**config.mk**
```make
export PLATFORM = sky130hd
export DESIGN_NAME = dir_key_queue
export DESIGN_NICKNAME = d
export VERILOG_FILES = /design/src/rtl/dir_key_queue_pkg.sv /design/src/rtl/dir_key_queue_debounce.sv /design/src/rtl/dir_key_queue.sv
export SDC_FILE = /design/constraint.sdc
export NUM_CORES = 1
export LEC_CHECK = 0
export ABC_AREA = 1
export CELL_PAD_IN_SITES_DETAIL_PLACEMENT = 2
export CELL_PAD_IN_SITES_GLOBAL_PLACEMENT = 2
export CORE_ASPECT_RATIO = 1.5
export CORE_MARGIN = 2
export CORE_UTILIZATION = 40
export CTS_BUF_LIST = sky130_fd_sc_hd__clkbuf_8
export DETAILED_ROUTE_END_ITERATION = 8
export MAX_ROUTING_LAYER = met4
export PLACE_DENSITY_LB_ADDON = 0.2
export SETUP_SLACK_MARGIN = 0.5
export SLEW_MARGIN = 20
export SYNTH_ARGS = -nofsm -noshare
export SYNTH_HDL_FRONTEND = slang
export SYNTH_SLANG_ARGS = --single-unit
```
**constraint.sdc**
```tcl
create_clock -name clk -period 4.32 [get_ports clk]
set_input_delay 0.648 -clock clk [delete_from_list [all_inputs] [get_ports clk]]
set_output_delay 0.648 -clock clk [all_outputs]
set_load 0.005 [all_outputs]
```
**src/rtl/dir_key_queue_pkg.sv**
```systemverilog
// Shared direction codes, key indices and the axis-reversal helper for dir_key_queue.
package dir_pkg;

   typedef logic [2:0] dir_t;

   // bit2 = vertical axis; bit1 = down when vertical; bit0 = right when horizontal
   localparam dir_t DIR_UP    = 3'b100;
   localparam dir_t DIR_DOWN  = 3'b110;
   localparam dir_t DIR_LEFT  = 3'b000;
   localparam dir_t DIR_RIGHT = 3'b001;

   localparam int KEY_UP    = 3;
   localparam int KEY_DOWN  = 2;
   localparam int KEY_LEFT  = 1;
   localparam int KEY_RIGHT = 0;

   // Only canonical codes ever reach this: same axis but different code means opposite sense.
   function automatic logic is_reverse(input dir_t a, input dir_t b);
      return (a[2] == b[2]) && (a != b);
   endfunction

endpackage

```
**src/rtl/dir_key_queue_debounce.sv**
```systemverilog
// key_debounce: two-flop synchronizer plus stability counter for one active-low key.
// press pulses for one cycle in the cycle after the debounced level falls.
module key_debounce #(
   parameter int DEBOUNCE_CYCLES = 500000
) (
   input  logic clk,
   input  logic rst,
   input  logic key_n,
   output logic level,
   output logic press
);

   localparam int CW = (DEBOUNCE_CYCLES > 1) ? $clog2(DEBOUNCE_CYCLES) : 1;
   localparam logic [CW-1:0] CNT_MAX = CW'(DEBOUNCE_CYCLES - 1);

   logic          sync1_q, sync1_d;
   logic          sync2_q, sync2_d;
   logic          level_q, level_d;
   logic          press_q, press_d;
   logic [CW-1:0] cnt_q,   cnt_d;

   always_comb begin
      sync1_d = key_n;
      sync2_d = sync1_q;
      level_d = level_q;
      press_d = 1'b0;
      cnt_d   = cnt_q;
      if (sync2_q == level_q) begin
         cnt_d = '0;
      end else if (cnt_q == CNT_MAX) begin
         level_d = ~level_q;
         cnt_d   = '0;
         press_d = level_q;  // released -> pressed
      end else begin
         cnt_d = cnt_q + CW'(1);
      end
   end

   always_ff @(posedge clk or posedge rst) begin
      if (rst) begin
         sync1_q <= 1'b1;
         sync2_q <= 1'b1;
         level_q <= 1'b1;
         press_q <= 1'b0;
         cnt_q   <= '0;
      end else begin
         sync1_q <= sync1_d;
         sync2_q <= sync2_d;
         level_q <= level_d;
         press_q <= press_d;
         cnt_q   <= cnt_d;
      end
   end

   assign level = level_q;
   assign press = press_q;

endmodule

```
**src/rtl/dir_key_queue.sv**
```systemverilog
// Debounced direction keys -> filtered turn FIFO -> one turn released per game tick.
// Define REVERSAL_FILTER_EN to also reject presses that reverse the reference direction.
module dir_key_queue
   import dir_pkg::*;
#(
   parameter int DEBOUNCE_CYCLES = 500000,
   parameter int DEPTH           = 4
) (
   input  logic                     clk,
   input  logic                     rst,
   input  logic [3:0]               key_n,
   input  logic                     tick,
   output logic [2:0]               dir_out,
   output logic                     dir_changed,
   output logic [$clog2(DEPTH):0]   q_count,
   output logic                     drop
);

   localparam int PW = $clog2(DEPTH);
   localparam int CW = PW + 1;
   localparam logic [CW-1:0] DEPTH_C = CW'(DEPTH);

   typedef logic [PW-1:0] ptr_t;

   logic [3:0] press_w;
   logic [3:0] level_unused;

   for (genvar k = 0; k < 4; k++) begin : g_key
      key_debounce #(.DEBOUNCE_CYCLES(DEBOUNCE_CYCLES)) u_deb (
         .clk   (clk),
         .rst   (rst),
         .key_n (key_n[k]),
         .level (level_unused[k]),
         .press (press_w[k])
      );
   end

   dir_t          mem_q [DEPTH];
   dir_t          mem_d [DEPTH];
   ptr_t          wr_ptr_q, wr_ptr_d;
   ptr_t          rd_ptr_q, rd_ptr_d;
   logic [CW-1:0] count_q, count_d;
   dir_t          dir_q, dir_d;
   logic          changed_q, changed_d;
   logic          drop_q, drop_d;

   dir_t req;
   logic req_v;
   dir_t ref_dir;
   ptr_t tail_ptr;
   logic rev_block;
   logic accept, push, pop, full;

   // Simultaneous presses: keep only the highest-priority key.
   always_comb begin
      req_v = 1'b1;
      req   = DIR_LEFT;
      if (press_w[KEY_UP])         req = DIR_UP;
      else if (press_w[KEY_DOWN])  req = DIR_DOWN;
      else if (press_w[KEY_LEFT])  req = DIR_LEFT;
      else if (press_w[KEY_RIGHT]) req = DIR_RIGHT;
      else                         req_v = 1'b0;
   end

   always_comb begin
      tail_ptr = wr_ptr_q - ptr_t'(1);
      ref_dir  = (count_q != '0) ? mem_q[tail_ptr] : dir_q;
`ifdef REVERSAL_FILTER_EN
      rev_block = is_reverse(req, ref_dir);
`else
      rev_block = 1'b0;
`endif
      full   = (count_q == DEPTH_C);
      pop    = tick && (count_q != '0);
      accept = req_v && (req != ref_dir) && !rev_block;
      // A full FIFO still takes the press when the same tick frees a slot.
      push   = accept && (!full || tick);
   end

   always_comb begin
      mem_d     = mem_q;
      wr_ptr_d  = wr_ptr_q;
      rd_ptr_d  = rd_ptr_q;
      count_d   = count_q;
      dir_d     = dir_q;
      changed_d = 1'b0;
      drop_d    = accept && !push;
      if (push) begin
         mem_d[wr_ptr_q] = req;
         wr_ptr_d        = wr_ptr_q + ptr_t'(1);
      end
      if (pop) begin
         dir_d     = mem_q[rd_ptr_q];
         rd_ptr_d  = rd_ptr_q + ptr_t'(1);
         changed_d = 1'b1;
      end
      unique case ({push, pop})
         2'b10:   count_d = count_q + CW'(1);
         2'b01:   count_d = count_q - CW'(1);
         default: count_d = count_q;
      endcase
   end

   always_ff @(posedge clk or posedge rst) begin
      if (rst) begin
         mem_q     <= '{default: DIR_LEFT};
         wr_ptr_q  <= '0;
         rd_ptr_q  <= '0;
         count_q   <= '0;
         dir_q     <= DIR_LEFT;
         changed_q <= 1'b0;
         drop_q    <= 1'b0;
      end else begin
         mem_q     <= mem_d;
         wr_ptr_q  <= wr_ptr_d;
         rd_ptr_q  <= rd_ptr_d;
         count_q   <= count_d;
         dir_q     <= dir_d;
         changed_q <= changed_d;
         drop_q    <= drop_d;
      end
   end

   assign dir_out     = dir_q;
   assign dir_changed = changed_q;
   assign q_count     = count_q;
   assign drop        = drop_q;

endmodule
```
==> results.ini <==
[logic_synthesis]
synth_top_family_by_area=simple AND/OR/NAND/NOR gates
postSynth.asyncResetShare_pct=100
post_synth_inst_count=722
synth-main-ff-cell=sky130_fd_sc_hd__dfrtp_1
synthDominantAreaCellType=sky130_fd_sc_hd__dfrtp_1
synth_cell_types=44
synthTopCellsByCount=129 x sky130_fd_sc_hd__nand2_1, 113 x sky130_fd_sc_hd__inv_1, 104 x sky130_fd_sc_hd__dfrtp_1
synth_top_area_share_pct=43.2
synth-seq-area-share_pct=48.4
yosys.cell_count.top_type=sky130_fd_sc_hd__nand2_1
synth_seq_cells=116
post_synth_edffs=0
synth-adder-area-share_pct=2.20
post_synth.cell_area_avg_sq_um=8.35
synth_xor_area_share_pct=3.49
mappedNetlistArea_sq_um=6030
yosys_warnings=0
leading_cell_types_by_total_area_after_synthesis=sky130_fd_sc_hd__dfrtp_1 43%, sky130_fd_sc_hd__nand2_1 8.0%, sky130_fd_sc_hd__inv_1 7.0%
share_of_the_synthesized_area_in_compound_gates_ao_oa_aoi_oai_pct=7.45
mux_contribution_to_synthesized_area_pct=0.664
syn-num-nets=739
synth_simple_gate_area_share_pct=29.7

[outcome]
result_of_the_run=finished clean

[pwr]
netSwitchingPower_uw=745
seq_power_share_pct=45.8
pwr-share-clk_pct=40.2
power.switching_fraction_pct=28.1
peakVddDrop_mv=0.163
combPwrFrac_pct=14.0
power_density_normalized_to_cell_area_nw_per_um2=388
cell_internal_pwr_uw=1910
power_leakage_uw=0.00303

[die]
design.die.area_sq_um=16100
die_w_microns=104
ioPinCount=15
initial_core_utilization_pct=40.4
placement_rows=55
area_of_the_placeable_core_sq_um=14900
die_h_microns=154

[worst_setup_path]
r2r_cells=17
worstPathRequired_ns=4.64
timing.critical_path.arrival_ns=3.42
cpLargestDelayFamily=adder cells
timing.rr.end=q_count[2]
kind_of_critical_path=flip-flop to flip-flop
path_buf_inv=4
cp-end-kind=flip-flop
critical_path.cell_chain=inv_4 -> ha_1 -> inv_1 -> nand3_1 -> nand2_1 -> nand2_1 -> nand3_1 -> nand2_1 -> inv_2 -> nand3_4 -> nand3_4 -> ha_1 -> inv_1 -> fa_1 -> a21oi_1 -> o21ai_0 -> xor2_1
ff2ff_setup_slack_ns=1.22
worst_setup_path_start_kind=flip-flop
timing.critical_path.fanout_max=10
critical_path.reg2reg.startpoint=wr_ptr_q[0]
slowest_stage=sky130_fd_sc_hd__dfrtp_1
cp_slowest_stage_delay_ns=0.55
critPathMostFrequentCell=sky130_fd_sc_hd__nand2_1

[detailed_routing]
drc=0
wl_final_microns=17000
first_pass_iters=6
first_iter_violations=171
vias=5030
drt-vias-per-instance=5.21
detail-route-antenna-nets=0
post_detailed_route_wirelength_per_cell_microns=17.6

[timing]
worst_pin_slew_ns=0.659
setup_tns_ns=0
rsz0062_at_grt=false
drv_slew=0
hold_viol=0
final.period_utilization_pct=71.8
worst_max_slew_margin_expressed_relative_to_the_limit_pct=56.1
maxClockFrequency_mhz=322
period_needed_ns=3.10
final_setup_fails=0
skew_ns=0.0130

[finish]
final_core_utilization_pct=45.7
antenna_cells_inserted=0
areaGrowthSynthToFinish_pct=13.3
cell_area_after_layout_sq_um=6830
drive_above_1_share_pct=13.2
final_cell_count_no_fill=966
nNetsFinal=771

[cts]
htree_levels=4
clkTransAtPathRegs_ns=0.07
cts_buffer_depth=2
clock_tree.root_cell=sky130_fd_sc_hd__clkbuf_8
post-cts-setup-buffer-count=0
clk-insertion-delay-late_ns=0.45
cts-resized-gates=0
cts.hold.buffers_added=0
cts-buffers-inserted=17
cts_num_sinks=116
cts_tree=yes

[hold_path]
hp-start=g_key[2].u_deb.sync1_q
worst_hold_path_type=flip-flop to flip-flop
hold_path_depth=0
hold_end=g_key[2].u_deb.sync2_q

[job]
cap_violations=0

[place]
post-dp-hpwl_microns=12500
gp_congestion=0.892
portBuffers=14
dpl-instance-area_sq_um=6420
place_inst=934

[global_routing]
vias_in_the_first_global_route=5715
grt_start_max_net_pins=51
gr_util_all_layers_pct=23.4
initial_antenna_violation_count=0
total_congestion_overflow_after_global_routing=0
first_pass_grt_wire_length_microns=28800

[power by group through the flow]
stage,sequential (uW),clock (uW),combinational (uW)
after global placement,1230,0,349
after global routing,1230,1140,422
after floorplan,1210,0,242
final,1210,1060,372
after detailed placement,1230,0,377
after CTS,1220,1090,379
[stage by stage]
stage / setup slack (ns) / hold WS (ns) / power [uW]
final: 1.22 / 0.357 / 2650
after global placement: 1.42 / 0.347 / 1580
after detailed placement: 1.27 / 0.348 / 1610
after CTS: 1.24 / 0.359 / 2690
after global routing: 0.913 / 0.361 / 2780
after floorplan: 0.619 / 0.345 / 1450
[state kept, by name, indices dropped and copies added, names as in the netlist]
register             cells
dir_out                  3
g_key.u_deb.press        4
mem_q                   12
g_key.u_deb.sync1_q      4
rd_ptr_q                 2
g_key.u_deb.level        4
g_key.u_deb.cnt_q       76
g_key.u_deb.sync2_q      4
drop                     1
q_count                  3
dir_changed              1
wr_ptr_q                 2
[cell families after synthesis]
family | Yosys count
AO/OA/AOI/OAI | 80
XOR/XNOR | 24
adder cells (fa/ha/maj) | 10
buffers and inverters | 127
flip-flops | 116
multiplexers | 4
AND/OR/NAND/NOR | 361
[routing by layer]
metal / share of wire, % / wire length [microns] / vias to the layer above / GRT usage, %
met4: 1.0 / 176 / 0 / 6.56
li1: - / - / 2390 / -
met1: 40 / 6720 / 2575 / 24.2
met2: 57 / 9770 / 51 / 45.1
met3: 1.9 / 324 / 14 / 4.17
met5: 0 / 0 / - / -
[cell usage in the layout, fill, tap and decap left out, drive strengths merged, types with 3 or more instances in the layout]
cell | netlist | routed
nor3b | 6 | 6
or2 | 5 | 5
mux2i | 4 | 4
nor2 | 107 | 107
nor3 | 25 | 25
nand3 | 44 | 44
a211oi | 7 | 7
nand2 | 134 | 134
a31oi | 5 | 5
ha | 9 | 9
clkbuf | 1 | 20
o21ai | 23 | 23
dfstp | 12 | 12
inv | 124 | 126
xor2 | 21 | 21
nor4 | 6 | 6
clkinv | 0 | 5
xnor2 | 3 | 3
bufinv | 0 | 3
dfrtp | 104 | 104
nand4 | 28 | 28
a21oi | 38 | 38
clkdlybuf4s50 | 0 | 14
[worst max path at each step]
| stage | startpoint | to | slack (ns) | depth (start not counted) |
|---|---|---|---|---|
| after floorplan | rst | dir_changed | 0.62 | 1 |
| after global placement | wr_ptr_q[0] | q_count[2] | 1.42 | 17 |
| after detailed placement | wr_ptr_q[0] | q_count[2] | 1.27 | 17 |
| after CTS | wr_ptr_q[0] | q_count[2] | 1.24 | 17 |
| after global routing | wr_ptr_q[0] | q_count[2] | 0.91 | 17 |
| final | wr_ptr_q[0] | q_count[2] | 1.22 | 17 |
[layout make-up]
type | instances | area, sq um
multi-input cells | 479 | 2630
flip-flops and latches | 116 | 2920
well taps | 199 | 249
inverters | 124 | 470
fillers | 1697 | 8100
repair buffers | 16 | 155
clock buffers | 20 | 275
clock inverters | 12 | 138
Note: power is estimated with default switching activity, not from simulation.
